$ cat config.mk
export PLATFORM = sky130hd
export DESIGN_NAME = inst_fetch_ctrl
export DESIGN_NICKNAME = d
export VERILOG_FILES = /design/src/rtl/inst_fetch_ctrl_pkg.sv /design/src/rtl/inst_fetch_ctrl_cache.sv /design/src/rtl/inst_fetch_ctrl.sv
export SDC_FILE = /design/constraint.sdc
export NUM_CORES = 1
export LEC_CHECK = 0
export CELL_PAD_IN_SITES_DETAIL_PLACEMENT = 1
export CELL_PAD_IN_SITES_GLOBAL_PLACEMENT = 1
export CORE_UTILIZATION = 39
export CTS_BUF_LIST = sky130_fd_sc_hd__clkbuf_2 sky130_fd_sc_hd__clkbuf_4 sky130_fd_sc_hd__clkbuf_8
export DETAILED_ROUTE_END_ITERATION = 16
export GPL_ROUTABILITY_DRIVEN = 0
export HOLD_SLACK_MARGIN = 0.05
export PLACE_DENSITY = 0.93
export SLEW_MARGIN = 20
export SYNTH_ARGS = -nofsm -noshare
export SYNTH_HDL_FRONTEND = slang
export SYNTH_SLANG_ARGS = --single-unit
$ cat constraint.sdc
create_clock -name clk -period 2.55 [get_ports clk]
set_input_delay 0.255 -clock clk [delete_from_list [all_inputs] [get_ports clk]]
set_output_delay 0.255 -clock clk [all_outputs]
set_load 0.05 [all_outputs]
$ cat src/rtl/inst_fetch_ctrl_pkg.sv
`default_nettype none
// ============================================================================
// inst_fetch_ctrl_pkg : fetch FSM encoding, I-cache geometry, reset constants
// Rev 1.0
// ============================================================================
package inst_fetch_ctrl_pkg;

  typedef enum logic [1:0] {
    S_IDLE  = 2'd0,
    S_ISSUE = 2'd1,
    S_DRAIN = 2'd2
  } fetch_state_e;

  localparam int          ICACHE_LINES = 16;
  localparam int          IDX_W        = $clog2(ICACHE_LINES);
  localparam int          TAG_W        = 30 - IDX_W;
  localparam logic [31:0] RST_ADDR     = 32'hffff_ffff;

  function automatic logic [31:0] byte_addr(input logic [29:0] word, input logic [1:0] lane);
    return {word, lane};
  endfunction

endpackage
`default_nettype wire

$ cat src/rtl/inst_fetch_ctrl_cache.sv
`default_nettype none
// ============================================================================
// inst_cache : 16-line direct-mapped instruction cache, one word per line
// Rev 1.0
// ============================================================================
module inst_cache
  import inst_fetch_ctrl_pkg::*;
(
  input  logic        clk,
  input  logic        rst,
  input  logic [29:0] lookup_addr_i,
  output logic        hit_o,
  output logic [31:0] data_o,
  input  logic        fill_i,
  input  logic [29:0] fill_addr_i,
  input  logic [31:0] fill_data_i
);

  logic [ICACHE_LINES-1:0] valid_q;
  logic [TAG_W-1:0]        tag_q  [ICACHE_LINES];
  logic [31:0]             data_q [ICACHE_LINES];
  logic [IDX_W-1:0]        lk_idx;
  logic [IDX_W-1:0]        fl_idx;

  assign lk_idx = lookup_addr_i[IDX_W-1:0];
  assign fl_idx = fill_addr_i[IDX_W-1:0];
  assign hit_o  = valid_q[lk_idx] && (tag_q[lk_idx] == lookup_addr_i[29:IDX_W]);
  assign data_o = data_q[lk_idx];

  always_ff @(posedge clk) begin
    if (rst) begin
      valid_q <= '0;
    end else if (fill_i) begin
      valid_q[fl_idx] <= 1'b1;
    end
  end

  // Payload arrays need no reset: a line is only visible once its valid bit is set.
  always_ff @(posedge clk) begin
    if (fill_i) begin
      tag_q[fl_idx]  <= fill_addr_i[29:IDX_W];
      data_q[fl_idx] <= fill_data_i;
    end
  end

endmodule
`default_nettype wire

$ cat src/rtl/inst_fetch_ctrl.sv
`default_nettype none
// ============================================================================
// inst_fetch_ctrl : byte-serial 32-bit instruction fetch; ICACHE_EN adds I-cache
// Rev 1.0
// ============================================================================
module inst_fetch_ctrl
  import inst_fetch_ctrl_pkg::*;
(
  input  logic        clk,
  input  logic        rst,
  input  logic        rdy,
  input  logic        inst_re,
  input  logic [31:0] inst_raddr,
  input  logic        flush,
  output logic [31:0] inst,
  output logic        inst_busy,
  output logic        mem_req,
  output logic [31:0] mem_addr,
  input  logic        mem_grant,
  input  logic [7:0]  mem_din
);

  fetch_state_e state_q, state_d;
  logic [1:0]   idx_q, idx_d;
  logic         pend_q, pend_d;
  logic [1:0]   pidx_q, pidx_d;
  logic [29:0]  base_q, base_d;
  logic [31:0]  addr_q, addr_d;
  logic [31:0]  inst_q, inst_d;
  logic [31:0]  buf_q, buf_d;
  logic         busy_q, busy_d;
  logic [31:0]  cap_word;
  logic         accept;
  logic         fill;
  logic         unused_lane;

`ifdef ICACHE_EN
  logic        hit;
  logic [31:0] hit_data;

  inst_cache u_cache (
    .clk          (clk),
    .rst          (rst),
    .lookup_addr_i(inst_raddr[31:2]),
    .hit_o        (hit),
    .data_o       (hit_data),
    .fill_i       (fill),
    .fill_addr_i  (base_q),
    .fill_data_i  (cap_word)
  );
  assign unused_lane = ^inst_raddr[1:0];
`else
  assign unused_lane = ^{inst_raddr[1:0], fill};
`endif

  always_comb begin
    state_d  = state_q;
    idx_d    = idx_q;
    pend_d   = pend_q;
    pidx_d   = pidx_q;
    base_d   = base_q;
    addr_d   = addr_q;
    inst_d   = inst_q;
    buf_d    = buf_q;
    busy_d   = busy_q;
    fill     = 1'b0;
    // Byte returned this cycle merged into its lane of the assembly buffer.
    cap_word = buf_q;
    cap_word[{pidx_q, 3'b000} +: 8] = mem_din;
    accept   = inst_re && ((state_q == S_IDLE) || flush);

    if (rdy) begin
      if (pend_q) buf_d = cap_word;
      pend_d = 1'b0;

      case (state_q)
        S_ISSUE: begin
          if (mem_grant) begin
            pend_d = 1'b1;
            pidx_d = idx_q;
            if (idx_q == 2'd3) begin
              state_d = S_DRAIN;
            end else begin
              idx_d  = idx_q + 2'd1;
              addr_d = byte_addr(base_q, idx_q + 2'd1);
            end
          end
        end
        S_DRAIN: begin
          if (pend_q) begin
            inst_d  = cap_word;
            busy_d  = 1'b0;
            state_d = S_IDLE;
            fill    = 1'b1;
          end
        end
        default: ;
      endcase

      // An aborted fetch must leave inst and the cache untouched.
      if (flush) begin
        state_d = S_IDLE;
        busy_d  = 1'b0;
        pend_d  = 1'b0;
        inst_d  = inst_q;
        fill    = 1'b0;
      end

      if (accept) begin
        base_d = inst_raddr[31:2];
`ifdef ICACHE_EN
        if (hit) inst_d = hit_data;
        else
`endif
        begin
          state_d = S_ISSUE;
          idx_d   = 2'd0;
          pend_d  = 1'b0;
          busy_d  = 1'b1;
          buf_d   = '0;
          addr_d  = byte_addr(inst_raddr[31:2], 2'd0);
        end
      end
    end
  end

  always_ff @(posedge clk) begin
    if (rst) begin
      state_q <= S_IDLE;
      idx_q   <= 2'd0;
      pend_q  <= 1'b0;
      pidx_q  <= 2'd0;
      base_q  <= '0;
      addr_q  <= RST_ADDR;
      inst_q  <= '0;
      buf_q   <= '0;
      busy_q  <= 1'b0;
    end else begin
      state_q <= state_d;
      idx_q   <= idx_d;
      pend_q  <= pend_d;
      pidx_q  <= pidx_d;
      base_q  <= base_d;
      addr_q  <= addr_d;
      inst_q  <= inst_d;
      buf_q   <= buf_d;
      busy_q  <= busy_d;
    end
  end

  assign inst      = inst_q;
  assign inst_busy = busy_q;
  assign mem_req   = (state_q == S_ISSUE);
  assign mem_addr  = addr_q;

endmodule
`default_nettype wire

### Yosys cells after proc, flatten, opt, wreduce, memory -nomap -nowiden

Cells that the tools add are included.

* $add $sub $neg: 2
* multiply operators: 0
* div/mod/pow operators: 0
* magnitude comparators: 0
* eq/ne operators: 7
* shift operators: 2
* mux-type cells: 25
* bitwise operators: 1
* reduce and logical (&&, ||, !) cells: 16

Operator list (count)
* $mux 32: 6
* $bwmux 32: 1
* $shift 8x7->32 const A: 1
* $shiftx 8x7->32: 1
* $mux 2: 9
* $mux 1: 8
* $ne 4x2->1 const B: 2
* $reduce_and 4->1: 2
* $neg 5->7: 1
* $reduce_and 3->1: 2
* $reduce_bool 2->1: 3
* $reduce_bool 3->1: 2
* $reduce_and 5->1: 1
* $eq 2x2->1 const B: 2
* $ne 4x4->1 const B: 1
* $pmux 2 s2: 1
* $reduce_and 2->1: 2
* $reduce_bool 4->1: 1
* $add 2x1->2 const B: 1
* $eq 2x1->1 const B: 1
* $logic_not 2->1: 1
* $ne 2x2->1 const B: 1
* $logic_and 1x1->1: 1
* $logic_or 1x1->1: 1
* $not 1->1: 1

* register bits: 134
* bits in latches: 0
* RAM bits: 0
* ROM bits: 0
* input bits: 46
* output and inout port bits: 66
* word-level logic and storage cells: 62
* memories kept: 0

### Depth between registers and ports, before layout

Gate-level depths: netlist of the first run.

* depth in word-level cells: 6
* depth in mapped cells: 8
* mapped depth without buffers: 6

### Worst setup path before layout of the first run

Ideal clock, no wire load.

* path type: flip-flop to flip-flop
* from: register pidx_q[0]
* to: register buf_q[0]
* library setup time: 0.059 ns
* arrival time: 1.866 ns
* data required time: 2.491 ns
* slack: 0.625 ns
* cell stages (with the launch flop): 7
* buffers on the path: 1
* period minus slack after synthesis: 1.925 ns
* path through: dfxtp_1 > inv_1 > ha_1 > nor3_1 > and2_1 > buf_2 > a22o_1

* cells in the longest elaborated chain, start to end: 5
* elaborated cells on any way between the ends: 6
* those cells by class: 1 x add/sub; 2 x shift; 3 x mux

Ends and longest elaborated chain
* start, declared: line inst_fetch_ctrl.sv:26 `logic [1:0] pidx_q, pidx_d;`
* start signal, assigned: line inst_fetch_ctrl.sv:142 `pidx_q <= pidx_d;`
* $neg 5->7 (*): line inst_fetch_ctrl.sv:69 `cap_word[{pidx_q, 3'b000} +: 8] = mem_din;`
* $shiftx 8x7->32 or $shift 8x7->32 (tied branches): line inst_fetch_ctrl.sv:69
* $bwmux 32 (*): line inst_fetch_ctrl.sv:69
* $mux 32 (*): line inst_fetch_ctrl.sv:73 `if (pend_q) buf_d = cap_word;`
* $mux 32 (*): line inst_fetch_ctrl.sv:109 `if (accept) begin`
* end signal, assigned: line inst_fetch_ctrl.sv:146 `buf_q <= buf_d;`
* end, declared: line inst_fetch_ctrl.sv:30 `logic [31:0] buf_q, buf_d;`

Every way passes the cells marked *; elsewhere a longest branch is shown, timed or not. The select of a mux whose other input is x is not followed.
A chain may end at the register's enable or synchronous reset.

### Final worst setup path of the first run

* from: register state_q[0]
* to: output mem_req

* cells in the longest elaborated chain, start to end: 1

Ends and longest elaborated chain
* start, declared: line inst_fetch_ctrl.sv:23 `fetch_state_e state_q, state_d;`
* start signal, assigned: line inst_fetch_ctrl.sv:139 `state_q <= state_d;`
* $eq 2x1->1: line inst_fetch_ctrl.sv:153 `assign mem_req = (state_q == S_ISSUE);`
* end, declared: line inst_fetch_ctrl.sv:17 `output logic mem_req,`

No other way between the ends.

==> results of run 1 <==
[kinds of logic (layout without fill, tap and decap cells)]
family | count (synthesis) | after routing | share of synthesized area, %
compound gates | 145 | 145 | 21.9
fa+ha+maj | 6 | 6 | 1.42
buf+inv | 63 | 165 | 4.75
flops | 134 | 134 | 50.6
mux | 1 | 1 | 0.189
simple gates | 257 | 257 | 21.1
[cells in the mapped netlist (all sizes together), types with 2 or more instances]
| library cell | count |
|---|---|
| nand3b | 2 |
| a311oi | 4 |
| a22o | 26 |
| nand2 | 101 |
| nor3 | 35 |
| a32o | 6 |
| nand3 | 32 |
| buf | 20 |
| a211oi | 2 |
| clkbuf | 35 |
| nand2b | 5 |
| and2 | 7 |
| inv | 7 |
| a32oi | 30 |
| nor2b | 2 |
| ha | 6 |
| dfxtp | 134 |
| a21oi | 38 |
| nor2 | 68 |
| a221oi | 32 |
[flip-flops by register name (all words and copies together), names as in the netlist]
name and count:
base_q 30, buf_q 32, idx_q 2, inst 32
inst_busy 1, mem_addr 32, pend_q 1, pidx_q 2
state_q 2
[metrics by stage]
stage | setup slack [ns] | cells
after CTS | 0.136 | 884
final | 0.121 | 884
after floorplan | 0.625 | 606
after detailed placement | 0.234 | 853
after global routing | 0.0396 | 884
after global placement | 0.380 | 853
[routing by layer]
layer / track usage, % / part of all wire (%)
met1: 27.5 / 40
met2: 45.8 / 52
met3: 6.47 / 5.0
met4: 11.5 / 2.3
met5: 0 / 0
[final cells by class]
class | count | area [µm²] | area share [%]
Sequential cell | 134 | 2680 | 38.7
Multi-Input combinational cell | 409 | 2400 | 34.6
Inverter | 8 | 30.0 | 0.433
Clock inverter | 9 | 103 | 1.48
Tap cell | 176 | 220 | 3.18
Clock buffer | 22 | 284 | 4.10
Timing Repair Buffer | 126 | 1220 | 17.5
[where the power goes]
group          leakage, µW  switching, µW  internal (µW)  total (µW)
registers          0.00109           46.4           2160        2210
logic              0.00118            411            213         624
clock network     0.000195            828            939        1770
total              0.00246           1290           3320        4600
[layout by cell type (no fill, tap or decap), types with 2 or more instances in the layout]
master / netlist / final
a21oi_1: 38 / 38
a221oi_1: 32 / 32
a22o_1: 26 / 26
a311oi_2: 4 / 4
a32o_1: 6 / 6
a32oi_1: 30 / 30
and2_1: 7 / 7
buf_4: 0 / 18
bufinv_16: 0 / 2
clkbuf_4: 0 / 3
clkbuf_8: 0 / 19
clkdlybuf4s50_1: 0 / 108
clkinv_2: 0 / 4
clkinvlp_4: 0 / 3
dfxtp_1: 134 / 134
ha_1: 6 / 6
inv_1: 7 / 7
nand2_1: 101 / 101
nand2b_1: 5 / 5
nand3_1: 32 / 32
nand3b_1: 2 / 2
nor2_1: 68 / 67
nor2b_1: 2 / 2
nor3_1: 35 / 34
[worst paths after layout]
kind / start / end / slack (ns)
worst max-delay path: state_q[0] / mem_req / 0.12
worst min-delay path: rst / idx_q[0] / 0.31
worst max register to register: pidx_q[0] / buf_q[25] / 0.17
worst min register to register: base_q[14] / base_q[14] / 0.46
[worst max-delay path: stages (launching register included)]
cell	delay, ns
dfxtp_1	0.53
nor2b_1	0.33
clkdlybuf4s50_1	0.87
==> out/qor.csv, run 1 <==
metric,value,unit
CTS max path bufs,2,
Pwr Density,664,nW/µm²
Clock Pin Slew Worst Setup and Hold Paths,0.07,ns
Post-DP HPWL,11.5,mm
Post-synth top flop,dfxtp_1,
Cells after Synth,606,
critical path data required time,2.30,ns
distinct cell type count after synthesis,36,
"Cell Area, Synth",5300,µm²
Root Buffer Master,clkbuf_8,
Post-CTS Setup Repair Bufs,0,
htree depth,4,
Hold Fails Final Rpt,0,
share of the synthesized area in the top cell type,50.6,%
DP Area,6550,µm²
vias in the first global route,5624,
Area Growth Syn to Fin,30.8,%
Max Slew Vio Count,0,
Synth warnings,0,
fraction of layout cells with a size suffix above 1,8.47,%
CP Max Fanout,9,
CTS buffer count,17,
Area contributors post-synth,"dfxtp_1, nand2_1, a221oi_1",
RSZ-0062 raised after global routing,no,
WL/cell,19.3,µm
syn_area_per_cell,8.75,µm²
# setup viols final,0,
CP Launch Type,flip-flop,
Pwr Total,4600,µW
hold buffer count at CTS,0,
Detailed Route WL,17.0,mm
Filler cells,1547,
io pins,112,
Synth Register Bits,134,
Synth async-reset ratio,0,%
grt ovf,0,
Sink Count,134,
vias,5210,
Vias/cell,5.89,
CORE AREA,13200,µm²
Tmin final,2.43,ns
Global Route Usage Sum,25.3,%
FMAX,412,MHz
post-cts sizing count,0,
# DRC,0,
Synth area leader,dfxtp_1,
global-route wire length before repair,28.1,mm
Max Cap Viol,0,
Pre-antenna DRT Iters,5,
initial antenna violation count,0,
final net count,748,
status,"finished, final reports clean",
syn nets,658,
Final Cycle Share,95.3,%
# rows,42,
final instance area,6930,µm²
TNS Setup,0,ns
Worst-Margin Slew,0.673,ns
Port Buffers,109,
Worst setup EP type,output port,
"Arr. time, crit path",2.17,ns
Die H,119,µm
Static Leak,0.00246,µW
CTS tree,done,
Post-synth EDFFs,0,
Max-slew headroom,55.2,%
Worst Reg2Reg Path Length in Cells,6,
final clock skew,0.0116,ns
hold depth,2,
worst setup path category,reg2out,
Worst-Skew Late Latency,0.46,ns
n_diodes,0,
Die W,119,µm
sequential fraction of the synthesis area,50.6,%
min-delay worst type,in2reg,
die area,14100,µm²
pin count of the biggest net entering global routing,58,
starting density of the core,40.0,%
Max IR drop VDD,0.300,mV
Min Hold Slack,0.313,ns
Layout Utilization,52.3,%
initial drt markers,369,
Routed Antenna Nets,0,
Note: power is estimated with default switching activity, not from simulation.
==> run 2, diff against run 1 <==
--- a/config.mk
+++ b/config.mk
@@ -7,6 +7,7 @@
 export LEC_CHECK = 0
 export CELL_PAD_IN_SITES_DETAIL_PLACEMENT = 1
 export CELL_PAD_IN_SITES_GLOBAL_PLACEMENT = 1
+export CORE_ASPECT_RATIO = 1.1
 export CORE_UTILIZATION = 39
 export CTS_BUF_LIST = sky130_fd_sc_hd__clkbuf_2 sky130_fd_sc_hd__clkbuf_4 sky130_fd_sc_hd__clkbuf_8
 export DETAILED_ROUTE_END_ITERATION = 16
==> run 2 against run 1 <==
Compared with the run above: fmax up 3.1%; combinational power hardly changed; clock skew shrank 0.0028 ns; routed wire length shrank 1.2%; first-iteration DRC count is 32% lower; sequential cell count stayed put; sequential share of layout area about the same; utilization increased by 0.14 points; sequential power barely moved.
==> out/qor.csv, run 2 (synthesis results as in run 1) <==
metric,value,unit
# DRC,0,
final clock skew,0.00881,ns
CTS buffer count,17,
Worst-Margin Slew,0.734,ns
TNS Setup,0,ns
Max Slew Vio Count,0,
vias in the first global route,5425,
Sink Count,134,
Max-slew headroom,51.1,%
cell breakdown of the critical path,nor2b_1 > clkdlybuf4s50_1,
status,"finished, final reports clean",
vias,5058,
grt ovf,0,
Max stage delay on crit path,0.88,ns
Worst-Skew Late Latency,0.44,ns
fraction of layout cells with a size suffix above 1,8.60,%
Die W,113,µm
WP buf/inv,1,
"commonest non-fill, non-tap cells in the layout","dfxtp_1, clkdlybuf4s50_1, nand2_1",
DP Area,6530,µm²
Clock Pin Slew Worst Setup and Hold Paths,0.07,ns
Final Cycle Share,92.4,%
Detailed Route WL,16.8,mm
worst setup path category,reg2out,
Static Leak,0.00248,µW
# setup viols final,0,
Pwr Density,669,nW/µm²
CTS tree,done,
Setup WS pre-CTS,0.248,ns
"Arr. time, crit path",2.10,ns
RSZ-0062 raised after global routing,no,
# rows,44,
Top delay family on crit path,buffers and inverters,
final net count,748,
global-route wire length before repair,27.3,mm
min-delay worst type,in2reg,
final instance area,6930,µm²
Routed Antenna Nets,0,
Tmin final,2.36,ns
htree depth,4,
CORE AREA,13200,µm²
Pre-antenna DRT Iters,5,
"most common cell after layout, fill and taps aside",dfxtp_1,
Post-DP HPWL,11.1,mm
Global Route Usage Sum,24.7,%
Post-CTS Setup Repair Bufs,0,
WP depth,2,
initial drt markers,252,
Worst setup EP type,output port,
FMAX,424,MHz
die area,14100,µm²
Die H,124,µm
post-cts sizing count,0,
Worst Reg2Reg Path Length in Cells,6,
CP Launch Type,flip-flop,
Max IR drop VDD,0.337,mV
initial antenna violation count,0,
Filler cells,1532,
n_diodes,0,
critical path data required time,2.30,ns
starting density of the core,40.1,%
Vias/cell,5.81,
Area Growth Syn to Fin,30.8,%
pin count of the biggest net entering global routing,59,
Max Cap Viol,0,
Root Buffer Master,clkbuf_8,
Port Buffers,109,
CTS max path bufs,2,
Hold Fails Final Rpt,0,
"Worst Setup Slack, final",0.194,ns
CP Max Fanout,9,
WL/cell,19.3,µm
Crit-path slowest cell,clkdlybuf4s50_1,
io pins,112,
hold buffer count at CTS,0,
hold depth,2,
-- run 2: final timing paths --
kind	from	to	slack (ns)
worst max register to register	pidx_q[1]	buf_q[28]	0.37
worst min-delay path	rst	base_q[24]	0.37
worst min register to register	base_q[28]	base_q[28]	0.46
worst max-delay path	state_q[0]	mem_req	0.19
-- run 2: through the flow --
stage	instances	hold slack, ns	utilization (%)	total power (µW)
after floorplan	606	0.391	-	2620
final	870	0.374	52.5	4640
after CTS	870	0.347	52.5	4670
after global routing	870	0.376	52.5	4810
after detailed placement	838	0.451	49.4	2880
after global placement	838	0.442	49.4	2850
-- run 2: layer usage --
layer  GRT usage, %  share of wire (%)  routed length, µm
met4           9.37                1.8                308
met2           44.2                 52               8690
met1           28.1                 41               6960
met3           5.89                5.1                853
met5              0                  0                  0
-- run 2: area by class of cell --
cell class	count	area, µm²	share of cell area (%)
Tap cell	161	201	2.91
Clock buffer	23	310	4.47
Inverter	8	30.0	0.433
Multi-Input combinational cell	409	2400	34.6
Clock inverter	9	97.6	1.41
Sequential cell	134	2680	38.7
Timing Repair Buffer	126	1220	17.5
-- run 2: worst reg2reg max path, delay by kind of cell (launching register included) --
family | cells | cell delay, ns
buffers and inverters | 1 | 0.11
and+or+nand+nor | 3 | 1.11
AOI/OAI and AO/OA | 1 | 0.17
adders and majority gates | 1 | 0.34
DFF | 1 | 0.41
-- run 2: where the power goes --
group / leakage [µW] / internal, µW / total [µW] / switching [µW]
sequential: 0.00109 / 2160 / 2210 / 45.4
combinational: 0.00118 / 213 / 626 / 412
clock: 0.000215 / 1000 / 1800 / 801
==> run 3, diff against run 2 <==
--- a/config.mk
+++ b/config.mk
@@ -8,12 +8,11 @@
 export CELL_PAD_IN_SITES_DETAIL_PLACEMENT = 1
 export CELL_PAD_IN_SITES_GLOBAL_PLACEMENT = 1
 export CORE_ASPECT_RATIO = 1.1
-export CORE_UTILIZATION = 39
-export CTS_BUF_LIST = sky130_fd_sc_hd__clkbuf_2 sky130_fd_sc_hd__clkbuf_4 sky130_fd_sc_hd__clkbuf_8
+export CORE_UTILIZATION = 38
 export DETAILED_ROUTE_END_ITERATION = 16
 export GPL_ROUTABILITY_DRIVEN = 0
 export HOLD_SLACK_MARGIN = 0.05
-export PLACE_DENSITY = 0.93
+export PLACE_DENSITY = 0.91
 export SLEW_MARGIN = 20
 export SYNTH_ARGS = -nofsm -noshare
 export SYNTH_HDL_FRONTEND = slang
==> run 3 against run 2 <==
Compared with the run above: utilization is 1.3 points higher; register-to-register slack hardly changed; fmax hardly changed; highest routed layer unchanged; setup slack better by 0.0019 ns; die area is 2.6% higher; largest cell class unchanged.
==> out/qor.csv, run 3 (synthesis results as in run 1) <==
metric,value,unit
post-cts sizing count,0,
Global Route Usage Sum,25.0,%
WP depth,2,
Detailed Route WL,17.0,mm
Max Slew Vio Count,0,
Vias/cell,5.72,
critical path data required time,2.30,ns
final instance area,7190,µm²
fraction of layout cells with a size suffix above 1,8.32,%
Worst Reg2Reg Path Length in Cells,6,
Max stage delay on crit path,0.90,ns
Worst-Margin Slew,0.695,ns
min-delay worst type,in2reg,
CP Max Fanout,9,
initial drt markers,304,
Static Leak,0.00258,µW
Top delay family on crit path,buffers and inverters,
CP Launch Type,flip-flop,
vias in the first global route,5583,
Filler cells,1515,
Sink Count,134,
WL met3,898,µm
Pwr Density,748,nW/µm²
status,"finished, final reports clean",
Switching Share,25.3,%
htree depth,4,
met2 wire length,8.73,mm
# rows,44,
n_diodes,0,
Cell Int Power,4020,µW
Comb pwr share,11.8,%
Root Buffer Master,clkbuf_16,
die area,14400,µm²
final clock skew,0.00608,ns
hold depth,2,
register share of total power,41.1,%
hold buffer count at CTS,0,
Port Buffers,109,
io pins,112,
Cells after DPL,861,
Clock Pin Slew Worst Setup and Hold Paths,0.06,ns
Post-CTS Setup Repair Bufs,0,
Hold Fails Final Rpt,0,
# setup viols final,0,
Max IR drop VDD,0.428,mV
Die H,126,µm
Final Cycle Share,92.3,%
Clk pwr share,47.1,%
Switching Power,1360,µW
"Arr. time, crit path",2.10,ns
DP Area,6580,µm²
pin count of the biggest net entering global routing,46,
sequential cell area,2680,µm²
Max Used Layer,met4,
Max Cap Viol,0,
vias,5107,
starting density of the core,39.6,%
Max-slew headroom,53.7,%
"most common cell after layout, fill and taps aside",dfxtp_1,
final net count,748,
initial antenna violation count,0,
Routed Antenna Nets,0,
worst setup path category,reg2out,
WL/cell,19.0,µm
RSZ-0062 raised after global routing,no,
worst hold start,rst,
cell breakdown of the critical path,nor2b_1 > clkdlybuf4s50_1,
Pre-antenna DRT Iters,4,
CTS max path bufs,2,
Tmin final,2.35,ns
area of the multi-input gates,2400,µm²
CORE AREA,13400,µm²
CTS tree,done,
"commonest non-fill, non-tap cells in the layout","dfxtp_1, clkdlybuf4s50_1, nand2_1",
wl on met1,6.87,mm
Worst-Skew Late Latency,0.43,ns
FF-to-FF Start,pidx_q[1],
final instance count without filler cells,893,
Crit-path slowest cell,clkdlybuf4s50_1,
WP buf/inv,1,
CTS buffer count,17,
global-route wire length before repair,28.0,mm
Worst setup EP type,output port,
Area Growth Syn to Fin,35.7,%
crit path launch,state_q[0],
Die W,115,µm
grt ovf,0,
FMAX,425,MHz
Post-DP HPWL,11.3,mm
# DRC,0,
TNS Setup,0,ns
run 3: cell count changes in the layout (fill, tap and decap cells not counted), sizes merged:
cell    delta
clkinv     -1
bufinv     +1
run 3: area by class of cell:
| type | instances | area share (%) |
|---|---|---|
| Sequential cell | 134 | 37.3 |
| Multi-Input combinational cell | 409 | 33.3 |
| Timing Repair Buffer | 126 | 17.3 |
| Clock buffer | 23 | 6.79 |
| Tap cell | 184 | 3.20 |
| Clock inverter | 9 | 1.71 |
| Inverter | 8 | 0.418 |
run 3: path summary, 6_finish.rpt:
check / end / slack (ns)
max: mem_req / 0.20
min: base_q[10] / 0.32
max reg2reg: buf_q[25] / 0.38
min reg2reg: base_q[26] / 0.46
run 3: routing by layer:
metal	up-vias	track usage [%]
met5	-	0
met4	0	12.6
met3	40	5.15
met2	183	44.8
met1	2510	27.6
li1	2374	-
run 3: stage by stage:
step / setup WS [ns] / power (µW) / utilization, % / hold WS (ns)
2_1_floorplan: 0.625 / 2620 / - / 0.391
3_3_place_gp: 0.404 / 2860 / 49.2 / 0.441
3_5_place_dp: 0.281 / 2880 / 49.2 / 0.452
4_1_cts: 0.177 / 5410 / 53.8 / 0.299
5_1_grt: 0.115 / 5550 / 53.8 / 0.329
6_report: 0.196 / 5380 / 53.8 / 0.320
run 3: power by group through the flow:
stage | Clock (µW) | Sequential (µW) | Combinational [µW]
6_report | 2530 | 2210 | 633
3_3_place_gp | 0 | 2250 | 607
3_5_place_dp | 0 | 2260 | 628
4_1_cts | 2560 | 2210 | 634
5_1_grt | 2660 | 2220 | 669
2_1_floorplan | 0 | 2400 | 215
run 3: worst register-to-register path, delay by kind of cell (launching register included):
family	cells	cell delay, ns
compound gates	1	0.17
fa+ha+maj	1	0.34
buf+inv	1	0.10
flops	1	0.39
simple gates	3	1.11
